<file path="src/rtl/sd_req_arbiter_if.sv">
// Bundle between the SD block port, the per-drive track loaders and the arbiter.
// The arbiter takes the master modport; the loaders/IO controller side takes slave.
interface sd_req_arbiter_if #(
  parameter int NUM_REQ = 2
);
  logic [32*NUM_REQ-1:0] req_lba;
  logic [NUM_REQ-1:0]    req_rd;
  logic [NUM_REQ-1:0]    req_wr;
  logic [8*NUM_REQ-1:0]  req_buff_din;
  logic [NUM_REQ-1:0]    req_ack;
  logic [NUM_REQ-1:0]    req_buff_wr;
  logic [NUM_REQ-1:0]    req_timeout;
  logic [NUM_REQ-1:0]    grant;
  logic [31:0]           sd_lba;
  logic                  sd_rd;
  logic                  sd_wr;
  logic                  sd_ack;
  logic                  sd_buff_wr;
  logic [7:0]            sd_buff_din;
  logic                  busy;

  modport master (
    input  req_lba, req_rd, req_wr, req_buff_din, sd_ack, sd_buff_wr,
    output req_ack, req_buff_wr, req_timeout, grant, sd_lba, sd_rd, sd_wr,
           sd_buff_din, busy
  );

  modport slave (
    output req_lba, req_rd, req_wr, req_buff_din, sd_ack, sd_buff_wr,
    input  req_ack, req_buff_wr, req_timeout, grant, sd_lba, sd_rd, sd_wr,
           sd_buff_din, busy
  );
endinterface

</file>
<file path="src/rtl/sd_req_arbiter.sv">
// Round-robin owner of the single SD block port: one 512-byte block per grant,
// ack/buffer strobes steered to the owner, stalled requests aborted after TIMEOUT.
module sd_req_arbiter #(
  parameter int          NUM_REQ = 2,
  parameter logic [23:0] TIMEOUT = 24'd12000000
) (
  input  logic              clk,
  input  logic              reset_n,
  sd_req_arbiter_if.master  bus
);
  localparam int IW = (NUM_REQ > 2) ? 2 : 1;

  typedef enum logic [2:0] {S_IDLE, S_ISSUE, S_WAIT, S_XFER, S_RELEASE} state_t;

  state_t             r_state, w_state_n;
  logic [NUM_REQ-1:0] r_grant, w_grant_n;
  logic [NUM_REQ-1:0] r_timeout, w_timeout_n;
  logic [31:0]        r_lba, w_lba_n;
  logic               r_rd, w_rd_n, r_wr, w_wr_n;
  logic [IW-1:0]      r_last, w_last_n, r_sel, w_sel_n;
  logic [23:0]        r_cnt, w_cnt_n;

  logic [NUM_REQ-1:0] w_pend, w_onehot;
  logic [IW-1:0]      w_pick;
  logic               w_any;
  logic [31:0]        w_pick_lba;
  logic               w_pick_wr;
  logic [7:0]         w_din;

  assign w_pend = bus.req_rd | bus.req_wr;

  // First pending index after the last owner, wrapping modulo NUM_REQ.
  always_comb begin
    int j;
    j      = 0;
    w_any  = 1'b0;
    w_pick = '0;
    for (int k = 1; k <= NUM_REQ; k++) begin
      j = int'(r_last) + k;
      if (j >= NUM_REQ) j = j - NUM_REQ;
      if (!w_any && w_pend[j]) begin
        w_any  = 1'b1;
        w_pick = IW'(j);
      end
    end
  end

  always_comb begin
    w_onehot   = '0;
    w_pick_lba = '0;
    w_pick_wr  = 1'b0;
    for (int i = 0; i < NUM_REQ; i++) begin
      if (w_pick == IW'(i)) begin
        w_onehot[i] = 1'b1;
        w_pick_lba  = bus.req_lba[32*i +: 32];
        w_pick_wr   = bus.req_wr[i];
      end
    end
  end

  always_ff @(posedge clk or negedge reset_n) begin
    if (!reset_n) begin
      r_state   <= S_IDLE;
      r_grant   <= '0;
      r_timeout <= '0;
      r_lba     <= '0;
      r_rd      <= 1'b0;
      r_wr      <= 1'b0;
      r_last    <= IW'(NUM_REQ - 1);
      r_sel     <= '0;
      r_cnt     <= '0;
    end else begin
      r_state   <= w_state_n;
      r_grant   <= w_grant_n;
      r_timeout <= w_timeout_n;
      r_lba     <= w_lba_n;
      r_rd      <= w_rd_n;
      r_wr      <= w_wr_n;
      r_last    <= w_last_n;
      r_sel     <= w_sel_n;
      r_cnt     <= w_cnt_n;
    end
  end

  always_comb begin
    w_state_n   = r_state;
    w_grant_n   = r_grant;
    w_timeout_n = '0;
    w_lba_n     = r_lba;
    w_rd_n      = r_rd;
    w_wr_n      = r_wr;
    w_last_n    = r_last;
    w_sel_n     = r_sel;
    w_cnt_n     = r_cnt;
    case (r_state)
      S_IDLE: begin
        if (w_any) begin
          w_sel_n   = w_pick;
          w_grant_n = w_onehot;
          w_lba_n   = w_pick_lba;
          // a requester holding both levels gets the write
          w_wr_n    = w_pick_wr;
          w_rd_n    = ~w_pick_wr;
          w_state_n = S_ISSUE;
        end
      end
      S_ISSUE: begin
        w_cnt_n   = '0;
        w_state_n = S_WAIT;
      end
      S_WAIT: begin
        if (bus.sd_ack) begin
          w_rd_n    = 1'b0;
          w_wr_n    = 1'b0;
          w_state_n = S_XFER;
        end else if (r_cnt == TIMEOUT - 24'd1) begin
          w_rd_n      = 1'b0;
          w_wr_n      = 1'b0;
          w_timeout_n = r_grant;
          w_grant_n   = '0;
          w_last_n    = r_sel;
          w_state_n   = S_IDLE;
        end else begin
          w_cnt_n = r_cnt + 24'd1;
        end
      end
      S_XFER: begin
        if (!bus.sd_ack) w_state_n = S_RELEASE;
      end
      S_RELEASE: begin
        w_grant_n = '0;
        w_last_n  = r_sel;
        w_state_n = S_IDLE;
      end
      default: w_state_n = S_IDLE;
    endcase
  end

  // Requester buffers are registered RAMs on a broadcast address, so data is muxed combinationally.
  always_comb begin
    w_din = '0;
    for (int i = 0; i < NUM_REQ; i++) begin
      if (r_grant[i]) w_din = w_din | bus.req_buff_din[8*i +: 8];
    end
  end

  assign bus.req_ack     = {NUM_REQ{bus.sd_ack}} & r_grant;
  assign bus.req_buff_wr = {NUM_REQ{bus.sd_buff_wr}} & r_grant;
  assign bus.req_timeout = r_timeout;
  assign bus.grant       = r_grant;
  assign bus.sd_lba      = r_lba;
  assign bus.sd_rd       = r_rd;
  assign bus.sd_wr       = r_wr;
  assign bus.sd_buff_din = w_din;
  assign bus.busy        = (r_state != S_IDLE);
endmodule

</file>
<file path="src/flat_wrapper.sv">
// flat-port wrapper written by rule: the top's interface ports become plain ports
module sd_req_arbiter_flat 
#(
  parameter int          NUM_REQ = 2,
  parameter logic [23:0] TIMEOUT = 24'd12000000
)
  (clk, reset_n, bus_req_lba, bus_req_rd, bus_req_wr, bus_req_buff_din, bus_sd_ack, bus_sd_buff_wr, bus_req_ack, bus_req_buff_wr, bus_req_timeout, bus_grant, bus_sd_lba, bus_sd_rd, bus_sd_wr, bus_sd_buff_din, bus_busy);
  sd_req_arbiter_if #(.NUM_REQ(NUM_REQ)) bus_i ();
  input  logic clk;
  input  logic reset_n;
  input wire logic [$bits(bus_i.req_lba)-1:0] bus_req_lba;
  input wire logic [$bits(bus_i.req_rd)-1:0] bus_req_rd;
  input wire logic [$bits(bus_i.req_wr)-1:0] bus_req_wr;
  input wire logic [$bits(bus_i.req_buff_din)-1:0] bus_req_buff_din;
  input wire logic [$bits(bus_i.sd_ack)-1:0] bus_sd_ack;
  input wire logic [$bits(bus_i.sd_buff_wr)-1:0] bus_sd_buff_wr;
  output wire logic [$bits(bus_i.req_ack)-1:0] bus_req_ack;
  output wire logic [$bits(bus_i.req_buff_wr)-1:0] bus_req_buff_wr;
  output wire logic [$bits(bus_i.req_timeout)-1:0] bus_req_timeout;
  output wire logic [$bits(bus_i.grant)-1:0] bus_grant;
  output wire logic [$bits(bus_i.sd_lba)-1:0] bus_sd_lba;
  output wire logic [$bits(bus_i.sd_rd)-1:0] bus_sd_rd;
  output wire logic [$bits(bus_i.sd_wr)-1:0] bus_sd_wr;
  output wire logic [$bits(bus_i.sd_buff_din)-1:0] bus_sd_buff_din;
  output wire logic [$bits(bus_i.busy)-1:0] bus_busy;
  assign bus_i.req_lba = bus_req_lba;
  assign bus_i.req_rd = bus_req_rd;
  assign bus_i.req_wr = bus_req_wr;
  assign bus_i.req_buff_din = bus_req_buff_din;
  assign bus_i.sd_ack = bus_sd_ack;
  assign bus_i.sd_buff_wr = bus_sd_buff_wr;
  assign bus_req_ack = bus_i.req_ack;
  assign bus_req_buff_wr = bus_i.req_buff_wr;
  assign bus_req_timeout = bus_i.req_timeout;
  assign bus_grant = bus_i.grant;
  assign bus_sd_lba = bus_i.sd_lba;
  assign bus_sd_rd = bus_i.sd_rd;
  assign bus_sd_wr = bus_i.sd_wr;
  assign bus_sd_buff_din = bus_i.sd_buff_din;
  assign bus_busy = bus_i.busy;
  sd_req_arbiter #(.NUM_REQ(NUM_REQ), .TIMEOUT(TIMEOUT)) u_core (.clk(clk), .reset_n(reset_n), .bus(bus_i));
endmodule
</file>
<file path="config.mk">
export PLATFORM = sky130hd
export DESIGN_NAME = sd_req_arbiter_flat
export DESIGN_NICKNAME = d
export VERILOG_FILES = /design/src/rtl/sd_req_arbiter_if.sv /design/src/rtl/sd_req_arbiter.sv /design/src/flat_wrapper.sv
export SDC_FILE = /design/constraint.sdc
export NUM_CORES = 1
export LEC_CHECK = 0
export BUFFER_PORTS_ARGS = -buffer_cell sky130_fd_sc_hd__buf_2
export CORE_UTILIZATION = 45
export DETAILED_ROUTE_END_ITERATION = 8
export PLACE_DENSITY = 0.79
export SYNTH_ARGS = -nofsm -noshare
export SYNTH_HDL_FRONTEND = slang
export SYNTH_SLANG_ARGS = --single-unit
</file>
<file path="constraint.sdc">
create_clock -name clk -period 3.22 [get_ports clk]
set_input_delay 0 -clock clk [delete_from_list [all_inputs] [get_ports clk]]
set_output_delay 0 -clock clk [all_outputs]
set_load 0.01 [all_outputs]
</file>
==> reports/summary.md, run 1 <==
Actual slew at the worst max-slew pin: 1120 ps. The initial core utilization is 47.4%, and the sequential share of the synthesized area is 47.8%. The tightest min-delay check is of the in2reg type. The smallest hold slack is -16.1 ps. The number of nets in the final layout is 646, and the number of register bits inferred by synthesis is 67. After detailed routing, the number of vias per cell comes to 5.67. Final worst-path cycle share: 79.2%. The final reports fail on negative hold slack. At the end of routability-driven placement, the weighted congestion stood at 0.844.

TritonCTS built the clock tree. The run finished, with violations left. The synthesized area per cell is 9.56 um2, and the count of pins over their slew limit is 0. Measured on the finished design, the core utilization comes to 68.5%. In this run the horizontal extent of the chip is 90.3 um. The tools report the setup-violating endpoint count in the final report as 0. Maximum clock insertion buffer count: 2. The detailed router placed 3752 vias in this run. The tools report the area of the core region as 7410 um2. The post-synthesis instance total came out at 367. In this run the power density over the cells is 766 nW/um2. The Yosys step of the flow raised 0 warnings. For the total I/O pin count, the log shows 139.

The setup TNS was 0 ps; the area share of the leading cell type in the synthesized netlist was 47.1%. Registers take 1680 um2. The tools report the total count of hold-check failures in the final report as 1.

Summing every instance area after synthesis gives 3510 um2. The run gives 0 as the number of setup buffers added after CTS. Along the worst hold path, the cell count comes to 3. The count of buffers added on input and output ports is 138.

Counting every sink on the clock net gives 67. The buffer cell driving the clock tree root is sky130_fd_sc_hd__clkbuf_8. Buffers inserted to repair hold after CTS numbered 58. The number of nets handed over by synthesis was 456.

In this run the worst path has a maximum fanout of 20. Dividing the detail-routed wire length by the instance count gives 17.7 um. After floorplanning, the core was divided into 31 placement rows. In the final layout, the share of cells above drive strength 1 is 31.0%. The logs give 9 for the number of clock buffers inserted by TritonCTS and 6.55 mm for the estimated wirelength of the detail-placed design.

In this run the vertical extent of the chip is 90.3 um. Setup repair after global routing left no endpoint under its margin. After filler insertion, the fill cell instance count of the layout stands at 530. The top achievable clock speed came out at 0.392 GHz. After the first detailed-routing iteration, the DRC count stood at 298.

The critical path endpoint category was a flip-flop. The DRC violation count after routing is 0, and the required time reported for the critical path endpoint is 3430 ps. The post-synthesis to final-layout area growth was 44.5%.

The worst setup path is launched from a flip-flop. The number of H-tree branching levels is 3. Ranked by total cell area, the synthesized netlist is headed by sky130_fd_sc_hd__dfrtp_1, sky130_fd_sc_hd__mux2i_1, sky130_fd_sc_hd__o21ai_0.

Type of the worst setup path: reg2reg. Entering global routing, the biggest net connects 68 pins. Top cell type by total area after synthesis: sky130_fd_sc_hd__dfrtp_1.

The area of the multi-input gates was 1700 um2. The first global-routing pass estimated 18.5 mm of wire. The worst slew margin relative to its limit came out at 25.5%. Max-cap violations in this run came to 0. STA puts the critical path data arrival time at 2760 ps. The logs give 12.3 ps for the clock skew after layout and 11.7 mm for the final wirelength. Summed over all cells, the static leakage comes to 2.46 nW. The clock transition time at the flip-flop clock pins of the worst setup and hold paths was 90 ps.

The die covers 8150 um2. The number of gates resized after CTS was 0. For the worst IR drop on VDD, the log shows 0.000281 V. Global routing finished with a remaining overflow of 0. The detail route stage leaves a number of antenna-violating nets equal to 0. The run gives 0.00388 W as the total power. For the number of antenna violations at the first check in global routing, the log shows 0. The synthesized netlist contains 50 unique library cells. The minimum period implied by the final worst setup slack was 2550 ps. For the worst-skew pair, the clock arrives at the later sink with an insertion delay of 350 ps. The depth of the most critical reg-to-reg path is 6, and the number of detailed-routing iterations run before antenna repair is 5.

For the number of global-route vias before repair, the log shows 3710. The all-layer global routing usage came out at 29.2%.
path summary, 6_finish.rpt:
kind                                  startpoint                     to  slack (ps)
hold reg to reg            u_core.bus.sd_lba[23]  u_core.bus.sd_lba[23]         480
max in group asynchronous                reset_n        u_core.r_cnt[9]        2280
min in group asynchronous                reset_n  u_core.bus.sd_lba[23]         380
setup / recovery                   u_core.r_last   u_core.bus.sd_lba[2]         670
setup reg to reg                   u_core.r_last   u_core.bus.sd_lba[2]         670
hold / removal                    bus_req_lba[6]   u_core.bus.sd_lba[6]         -20
routing by layer:
layer	vias to the layer above	part of all wire, %	routed length (um)	track usage (%)
met4	0	6.6	775	21.8
met5	-	0	0	0
li1	1725	-	-	-
met2	197	51	5910	50.3
met1	1765	36	4240	31.7
met3	65	6.5	755	6.14
state kept, by name, indices dropped and copies added, names as in the netlist, 2 cells and up:
register,count
u_core.r_state,3
u_core.bus.req_timeout,2
u_core.bus.grant,2
u_core.r_cnt,24
u_core.bus.sd_lba,32
through the flow:
step                cell area (um2)  cells  worst slack [ps]
global placement               4240    587               907
global route                   5070    661               507
floorplan                      3510    367              1150
CTS                            5070    661               761
detailed placement             4240    587               779
finish                         5070    662               671
logic make-up (layout without fill, tap and decap cells):
| logic type | after synthesis | in the layout | share of synthesized area (%) |
|---|---|---|---|
| flops | 67 | 67 | 47.8 |
| fa+ha+maj | 1 | 1 | 0.357 |
| simple gates | 129 | 129 | 18.9 |
| xor+xnor | 1 | 1 | 0.250 |
| other cells | 0 | 1 | 0 |
| buf+inv | 26 | 221 | 4.24 |
| mux | 33 | 33 | 9.45 |
| compound gates | 110 | 110 | 19.0 |
report_power, final:
group,internal (W),switching (W)
sequential,0.00111,0.000210
clock,0.000520,0.000350
combinational,0.000712,0.000981
total,0.00234,0.00154
cell usage after synthesis (all sizes together):
cell      n
nand3b    3
a41oi     3
or2       1
a31oi    15
or3       3
or2b      1
nand2b    3
a21o      1
and2      6
or4       2
clkbuf   13
dfrtp    66
o31ai     1
o221ai    1
nand3     7
nor4      5
o41ai     1
xor2      1
buf       9
and3      5
nor2     13
nand4b    1
nand2    59
a2bb2o    1
o21ai    61
o2bb2ai   1
o21bai    1
or4bb     1
nor3      4
or4b      1
mux2i    32
inv       4
a22o     11
nor2b     2
o221a     1
nand4     9
nor4b     1
mux2      1
ha        1
dfstp     1
and4      2
a21oi    12
worst max-delay path: stages, from the launching register on:
cell	delay, ps
sky130_fd_sc_hd__dfstp_2	550
sky130_fd_sc_hd__o21ai_0	150
sky130_fd_sc_hd__o21ai_4	290
sky130_fd_sc_hd__buf_4	450
sky130_fd_sc_hd__mux2i_1	280
sky130_fd_sc_hd__dlygate4sd3_1	610
sky130_fd_sc_hd__o21ai_0	90
cells in the final DEF, fill, tap and decap left out, types with 4 or more instances in the layout:
| master | netlist | layout |
|---|---|---|
| sky130_fd_sc_hd__dlygate4sd3_1 | 0 | 58 |
| sky130_fd_sc_hd__nor3_1 | 4 | 4 |
| sky130_fd_sc_hd__buf_4 | 1 | 5 |
| sky130_fd_sc_hd__mux2i_1 | 32 | 32 |
| sky130_fd_sc_hd__clkbuf_8 | 1 | 9 |
| sky130_fd_sc_hd__nor4_1 | 4 | 4 |
| sky130_fd_sc_hd__inv_1 | 4 | 4 |
| sky130_fd_sc_hd__a22o_1 | 10 | 10 |
| sky130_fd_sc_hd__dfrtp_1 | 66 | 66 |
| sky130_fd_sc_hd__a21oi_1 | 11 | 11 |
| sky130_fd_sc_hd__o21ai_0 | 61 | 60 |
| sky130_fd_sc_hd__and3_1 | 4 | 4 |
| sky130_fd_sc_hd__a31oi_1 | 15 | 15 |
| sky130_fd_sc_hd__nand4_1 | 9 | 9 |
| sky130_fd_sc_hd__nand3_1 | 7 | 7 |
| sky130_fd_sc_hd__nand2_1 | 59 | 59 |
| sky130_fd_sc_hd__nor2_1 | 13 | 13 |
| sky130_fd_sc_hd__and2_1 | 6 | 6 |
| sky130_fd_sc_hd__buf_2 | 0 | 138 |
final cells by class:
type | count | area share (%)
diodes | 1 | 0.0493
clock buffers | 9 | 2.44
clock inverters | 7 | 2.44
inverters | 4 | 0.296
multi-input cells | 274 | 33.4
flip-flops and latches | 67 | 33.1
well taps | 99 | 2.44
repair buffers | 201 | 25.8
Note: power is estimated with default switching activity, not from simulation.
==> inputs of run 2 (changes only) <==
Settings changed: ABC_AREA from default to 1, PLACE_DENSITY 0.79 to 0.78.
Clock period 3.22 ns to 2.5 ns, I/O delays scaled along.
==> run 2 against run 1 <==
  * Wire length rose by 8.4%
  * Global-route usage up 0.26 points
  * Sequential power up 30%
  * Largest cell class unchanged
  * Cell area increased by 6.8%
  * Hold slack better by 40 ps
  * The run now ends clean
  * Worst setup slack worse by 540 ps
  * Critical endpoint is now u_core.bus.sd_lba[28]
  * Utilization fell by 2.9 points
==> reports/summary.md, run 2 <==
The switching share of power works out to 42.6% (+2.9 points). The number of clock buffers inserted by TritonCTS was 9 (unchanged). The logs give 4570 um2 (+7.9%) for the area after detailed placement and 130 ps (-540 ps) for the internal reg-to-reg setup slack. For the all-layer global routing usage, the log shows 29.5% (+0.26 points). Power density over the cells: 1030 nW/um2 (+34%).

The critical path goes through inv_1 -> o21bai_2 -> buf_4 -> nor2_1 -> o21ai_1 -> dlygate4sd3_1. Compared with the post-synthesis result, the final layout area differs by 41.0%. For the total of max-cap violations, the log shows 0 (unchanged). The total I/O pin count came out at 139 (unchanged). The leakage power summed over all cells is 2.80 nW (+14%), and the share of post-route cells with drive strength above 1 is 24.2% (-6.8 points). TritonCTS built the clock tree. The count of pins over their slew limit came out at 0 (unchanged). The launch instance of the worst min-delay path was bus_sd_ack. The via count is 4526 (+21%). Setup repair after global routing left no endpoint under its margin. Family with the most delay on the worst path: buffers and inverters. The smallest hold slack is 23.4 ps (+39.5 ps), and the pin count of the biggest net entering global routing is 68 (unchanged). The via count normalized by instance count works out to 5.32 (-6.1%).

Ranked by total cell area, the synthesized netlist is headed by sky130_fd_sc_hd__dfrtp_1, sky130_fd_sc_hd__nand2_1, sky130_fd_sc_hd__nor2_1. The post-detailed-route count of antenna-violating nets came out at 0 (unchanged). For the top achievable clock speed, the log shows 0.421 GHz (+7.4%). The minimum period implied by the final worst setup slack was 2370 ps (-175 ps). Share of async-settable or async-resettable flops after synthesis: 100% (unchanged).

The type of the worst setup path was reg2reg. For the reported net switching power, the log shows 0.00237 W (+53%). The synthesized area per cell came out at 7.02 um2 (-27%). Sorting the synthesized cells by how often they occur yields sky130_fd_sc_hd__nand2_1, sky130_fd_sc_hd__nor2_1, sky130_fd_sc_hd__dfrtp_1. The run gives 52.3% (+8.7 points) as the power share of the combinational group. The final wirelength was 12.7 mm (+8.4%).

The post-route worst setup slack is 126 ps (-545 ps), and the area share of the leading cell type in the synthesized netlist is 43.0% (-4.1 points). The warning count from the yosys run came out at 0 (unchanged). Top cell type by total area after synthesis: sky130_fd_sc_hd__dfrtp_1.

The run gives 0 (-1) as the total count of hold-check failures in the final report. The number of setup buffers added after CTS is 0 (unchanged). The logs give 0 ps (unchanged) for the setup TNS and 350 ps (about the same) for the clock latency of the later-clocked register in the worst-skew pair. The count of unique library cells instantiated by Yosys was 31 (-38%); the count of routing violations after the opening detailed-route iteration was 273 (-8.4%). The worst hold path belongs to the class in2reg. The most used flip-flop cell after synthesis is sky130_fd_sc_hd__dfrtp_1. The depth of the most critical reg-to-reg path was 6 (unchanged); the number of register bits inferred by synthesis was 67 (unchanged). The number of antenna violations at the first check in global routing is 1 (+1). Leaving out fill and tap cells, the most frequent cell in the layout is sky130_fd_sc_hd__nand2_1. The total power was 0.00555 W (+43%); the share of total power in sequential cells was 30.8% (-3.2 points). The hold path endpoint is u_core.r_state[0]. The run gives 2670 ps (-90 ps) as the signal arrival time at the worst endpoint. Width of the die: 94.4 um (+4.5%).

The estimated wirelength of the detail-placed design was 7.50 mm (+15%). The number of nets in the final layout was 828 (+28%). The count of buffers from port buffering was 138 (unchanged). The worst setup path is captured at a flip-flop. The run gives 20.4 mm (+10%) as the first-pass GRT wire length.

The flow ran to the end, and the final reports show no timing, DRC or antenna violations. Per-cell routed wire length: 14.9 um (-16%). Worst IR drop on VDD: 0.000702 V (+150%). The tools report the total internal power as 0.00319 W (+36%).

The clock skew after layout is 14.7 ps (+2.40 ps), and the residual overflow from global routing is 0 (unchanged). For the die area, the log shows 8910 um2 (+9.3%). The tools report the maximum clock insertion buffer count as 2 (unchanged). The cell count of the worst hold path is 3 (unchanged), and the initial core utilization is 46.5% (-0.84 points). Number of sinks on the clock net: 67 (unchanged). The worst setup slack after placement came out at 532 ps (-246 ps).

The required time reported for the critical path endpoint was 2800 ps (-630 ps). In the layout the commonest cells are sky130_fd_sc_hd__nand2_1, sky130_fd_sc_hd__buf_2, sky130_fd_sc_hd__nor2_1. The net count after synthesis is 636 (+39%). The flip-flop count of the largest register, all copies and words added is 32 (unchanged).

The buffer cell driving the clock tree root was sky130_fd_sc_hd__clkbuf_8. The maximum fanout encountered on the critical timing path is 25 (+25%). DRC violation count after routing: 0 (unchanged). The run gives 16.9% (-5.5 points) as the power share of the clock group. Number of placement rows: 33 (+6.5%).

The tools report the type of origin of the critical path as a flip-flop. The setup-violating endpoint count in the final report came out at 0 (unchanged). The largest incremental delay on the critical path was 580 ps (-30 ps); the area of the core region was 8260 um2 (+11%).

Vertical extent of the die: 94.4 um (+4.5%). The run gives 4398 (+19%) as the number of global-route vias before repair. The tools report the number of H-tree branching levels as 3 (unchanged). Reg-to-reg critical path startpoint: u_core.r_last. The clock transition time at the flip-flop clock pins of the worst setup and hold paths is 90 ps (about the same). The summed instance area of the synthesized netlist was 3840 um2 (+9.5%). The number of buffer and inverter stages on the critical path was 3 (+1). For this design, the slowest cell found on the critical path is sky130_fd_sc_hd__dlygate4sd3_1.

The most used standard cell by instance count after synthesis was sky130_fd_sc_hd__nand2_1. Final worst-path cycle share: 95.0% (+16 points). The number of detailed-routing iterations run before antenna repair was 5 (unchanged). For the worst slew margin relative to its limit, the log shows 41.5% (+16 points). For the last weighted congestion value of the routability-driven placer, the log shows 0.932 (+10%). Worst reg2reg path endpoint: u_core.bus.sd_lba[28].

The logs give 43.7% (-4.1 points) for the sequential share of the synthesized area and 5420 um2 (+6.8%) for the cell area after layout. The number of enable-type register cells in the synthesized netlist is 0 (unchanged). The actual slew at the worst max-slew pin works out to 877 ps (-241 ps). For the post-synthesis instance total, the log shows 547 (+49%).
## run 2: cell types whose count changed after synthesis, moves of 9 or more
cell | before | now
sky130_fd_sc_hd__o21ai_1 | 0 | 23
sky130_fd_sc_hd__inv_1 | 4 | 37
sky130_fd_sc_hd__buf_2 | 0 | 9
sky130_fd_sc_hd__nand2_1 | 59 | 171
sky130_fd_sc_hd__o21ai_0 | 61 | 47
sky130_fd_sc_hd__a31oi_1 | 15 | 0
sky130_fd_sc_hd__a21oi_1 | 11 | 2
sky130_fd_sc_hd__nand3_1 | 7 | 40
sky130_fd_sc_hd__nor2_1 | 13 | 78
sky130_fd_sc_hd__mux2i_1 | 32 | 0
## run 2: worst max-delay path by stage
| stage | startpoint | end | cells past startpoint | slack [ps] |
|---|---|---|---|---|
| floorplan | u_core.r_cnt[0] | u_core.r_cnt[7] | 9 | 1030 |
| detailed placement | u_core.r_state[2] | u_core.r_cnt[16] | 8 | 530 |
| CTS | u_core.r_last | u_core.bus.sd_lba[20] | 6 | 150 |
| global route | u_core.r_last | u_core.bus.sd_lba[28] | 6 | 30 |
| global placement | u_core.r_state[2] | u_core.r_cnt[1] | 8 | 610 |
| finish | u_core.r_last | u_core.bus.sd_lba[28] | 6 | 130 |
## run 2: stage by stage
step | utilization [%] | std cells
global route | 65.6 | 850
detailed placement | 55.4 | 770
floorplan | - | 547
CTS | 65.5 | 849
global placement | 55.4 | 770
finish | 65.6 | 850
## run 2: kinds of logic after synthesis
group	synth area share [%]
and+or+nand+nor	35.7
AOI/OAI and AO/OA	11.4
DFF	43.7
buffers and inverters	7.26
xor gates and xnor gates	1.60
adders and majority gates	0.326
## run 2: worst min-delay path, stage by stage
cell and delay (ps):
sky130_fd_sc_hd__buf_2 140, sky130_fd_sc_hd__nand2_1 120, sky130_fd_sc_hd__a21oi_1 70
## run 2: layout make-up
type	instances	area (um2)
well taps	105	131
flip-flops and latches	67	1680
clock inverters	6	73.8
diodes	1	2.50
clock buffers	10	128
inverters	43	163
fillers	664	2840
multi-input cells	414	1900
repair buffers	204	1340
## run 2: power by group through the flow
stage	Clock (W)	Combinational (W)	Sequential (W)
CTS	0.000950	0.00276	0.00168
global placement	0	0.00209	0.00168
detailed placement	0	0.00216	0.00169
finish	0.000937	0.00291	0.00171
floorplan	0	0.00134	0.00178
global route	0.000989	0.00316	0.00174
## run 2: per-layer routing
metal,up-vias,track usage (%),share of wire [%]
met5,-,0,0
met4,0,15.6,4.1
met3,55,7.41,7.4
met2,231,49.5,50
met1,2105,34.7,39
li1,2135,-,-
## run 2: timing repair
| action | CTS | global route |
|---|---|---|
| endpoints found under the setup margin | 0 | 26 |
| hold endpoints to repair | 97 | 0 |
| resized for setup | 0 | 2 |
| hold buffers | 63 | 0 |
==> inputs of run 3 (changes only) <==
==> constraint.sdc (replaced) <==
create_clock -name clk -period 2.5 [get_ports clk]
set_input_delay 0.125 -clock clk [delete_from_list [all_inputs] [get_ports clk]]
set_output_delay 0.125 -clock clk [all_outputs]
set_load 0.01 [all_outputs]
==> run 3 against run 2 <==
  * Sequential cell count unchanged
  * Register-to-register slack better by 360 ps
  * Cell area is 11% lower
  * Clock skew is 1.0 ps lower
==> reports/summary.md, run 3 (synthesis results as in run 2) <==
The logs give 4.18 mm (-15%) for the detailed-route wire length on metal 1 and 16.8 mm (-18%) for the first-pass GRT wire length. The worst IR drop on VDD is 0.000520 V (-26%). In the layout the commonest cells are sky130_fd_sc_hd__nand2_1, sky130_fd_sc_hd__buf_2, sky130_fd_sc_hd__nor2_1. For the smallest hold slack, the log shows 27.7 ps (+4.30 ps). The number of clock buffers inserted by TritonCTS came out at 9 (unchanged). The final wirelength was 10.1 mm (-20%); the setup-violating endpoint count in the final report was 0 (unchanged). The tools report the number of setup buffers added after CTS as 0 (unchanged). The estimated wirelength of the detail-placed design was 7.40 mm (-1.4%); the post-synthesis to final-layout area growth was 24.9%. The width of the die was 94.4 um (unchanged). The die area is 8910 um2 (unchanged), and the all-layer global routing usage is 24.2% (-5.3 points). The non-filler instance count after layout is 787 (-7.4%), and the worst slew margin relative to its limit is 27.8% (-14 points).

The flip-flop count of the largest register, all copies and words added is 32 (unchanged). For the clock latency of the later-clocked register in the worst-skew pair, the log shows 350 ps (about the same). The last weighted congestion value of the routability-driven placer came out at 0.925 (-0.79%). The critical path goes through inv_1 -> nand3_1 -> inv_1 -> nand2_2 -> nand2_2 -> nand2_4 -> nand2_1 -> nand2_1.

Signal arrival time at the worst endpoint: 2250 ps (-420 ps). Top routing layer in use: met4. Count of buffers from port buffering: 138 (unchanged). Pin count of the biggest net entering global routing: 68 (unchanged).

Number of nets in the final layout: 766 (-7.5%). The run gives 0.00476 W (-14%) as the total power. The actual slew at the worst max-slew pin came out at 1080 ps (+205 ps).

The number of detailed-routing iterations run before antenna repair is 7 (+2). The vertical extent of the die is 94.4 um (unchanged), and the maximum clock insertion buffer count is 2 (unchanged). The buffer cell driving the clock tree root is sky130_fd_sc_hd__clkbuf_8. TritonCTS built the clock tree. The count of routing violations after the opening detailed-route iteration came out at 232 (-15%). The run gives 2.52 nW (-9.9%) as the leakage power summed over all cells. The largest incremental delay on the critical path works out to 410 ps (-170 ps). The run gives 0 (unchanged) as the number of gates resized after CTS. The per-cell routed wire length is 12.8 um (-14%). The run gives 0 (unchanged) as the count of pins over their slew limit. The number of global-route vias before repair is 3598 (-18%), and the post-detailed-route count of antenna-violating nets is 0 (unchanged).

The area of the core region is 8260 um2 (unchanged), and the power density over the cells is 993 nW/um2 (-3.2%). The path class of the tightest hold or removal check is in2reg. Number of diodes: 0 (-1).

The cell with the largest stage delay on the worst path is sky130_fd_sc_hd__nand3_1. The run finished with clean final reports. The number of antenna violations at the first check in global routing was 0 (-1). The maximum fanout encountered on the critical timing path was 24 (-4.0%). Leaving out fill and tap cells, the most frequent cell in the layout is sky130_fd_sc_hd__nand2_1. The top achievable clock speed is 0.496 GHz (+18%), and the clock transition time at the flip-flop clock pins of the worst setup and hold paths is 80 ps (about the same). The tools report the cell count after placement as 770 (unchanged). The run gives 5.07 mm (-19%) as the routed wire length on met2.

The tools report the critical path endpoint category as a flip-flop. The via count came out at 3988 (-12%). The tools report the number of buffers inserted for hold repair after clock tree synthesis as 1 (-98%). The minimum period implied by the final worst setup slack came out at 2020 ps (-358 ps).

Number of H-tree branching levels: 3 (unchanged). Initial core utilization: 46.5% (unchanged). The type of the worst setup path was reg2reg. The total I/O pin count is 139 (unchanged), and the detailed route wirelength on metal3 is 704 um (-25%). The via count normalized by instance count was 5.07 (-4.8%); the final worst-path cycle share was 80.6% (-14 points). The number of sinks on the clock net came out at 67 (unchanged).

The total of max-cap violations is 0 (unchanged). The number of placement rows is 33 (unchanged), and the setup TNS is 0 ps (unchanged). The tools report the required time reported for the critical path endpoint as 2730 ps (-70 ps). Setup repair after global routing left no endpoint under its margin.

The clock skew after layout is 13.7 ps (-1.03 ps). The share of post-route cells with drive strength above 1 is 26.5% (+2.3 points), and the DRC violation count after routing is 0 (unchanged). The type of origin of the critical path is a flip-flop.

Total count of hold-check failures in the final report: 0 (unchanged). For the residual overflow from global routing, the log shows 0 (unchanged).
-- run 3: metrics by stage --
step	utilization, %	worst slack, ps	cell area, um2
finish	58.1	484	4800
CTS	58.1	445	4800
floorplan	-	1030	3840
global route	58.1	220	4800
detailed placement	55.4	462	4570
global placement	55.4	541	4570
-- run 3: report_power, final --
| part | switching, W | internal [W] |
|---|---|---|
| registers | 0.000249 | 0.00144 |
| logic | 0.00137 | 0.000745 |
| clock network | 0.000453 | 0.000498 |
| total | 0.00207 | 0.00269 |
-- run 3: critical path, delay by kind of cell, from the launching register on --
family,cells,cell delay (ps)
DFF,1,400
buffers and inverters,2,380
and+or+nand+nor,6,1090
-- run 3: worst paths after layout --
path                              startpoint                     to  depth (start not counted)  slack (ps)
setup reg to reg           u_core.r_state[2]        u_core.r_cnt[2]                          8         480
setup / recovery           u_core.r_state[2]        u_core.r_cnt[2]                          8         480
hold / removal               bus_req_lba[45]  u_core.bus.sd_lba[13]                          3          30
max in group asynchronous            reset_n        u_core.r_cnt[1]                          3        1440
hold reg to reg                u_core.r_last          u_core.r_last                          2         470
min in group asynchronous            reset_n        u_core.r_cnt[7]                          3         470
-- run 3: per-layer routing --
| metal | up-vias | global-route usage [%] |
|---|---|---|
| met5 | - | 0 |
| met4 | 0 | 6.92 |
| met3 | 11 | 5.23 |
| met2 | 148 | 41.4 |
| met1 | 1816 | 30.7 |
| li1 | 2013 | - |
-- run 3: cell type report --
class / count / area, um2
clock inverter: 6 / 73.8
clock buffer: 10 / 138
tap: 105 / 131
sequential: 67 / 1680
fill: 767 / 3460
timing repair buffer: 142 / 723
inverter: 43 / 161
multi-input combinational: 414 / 1890
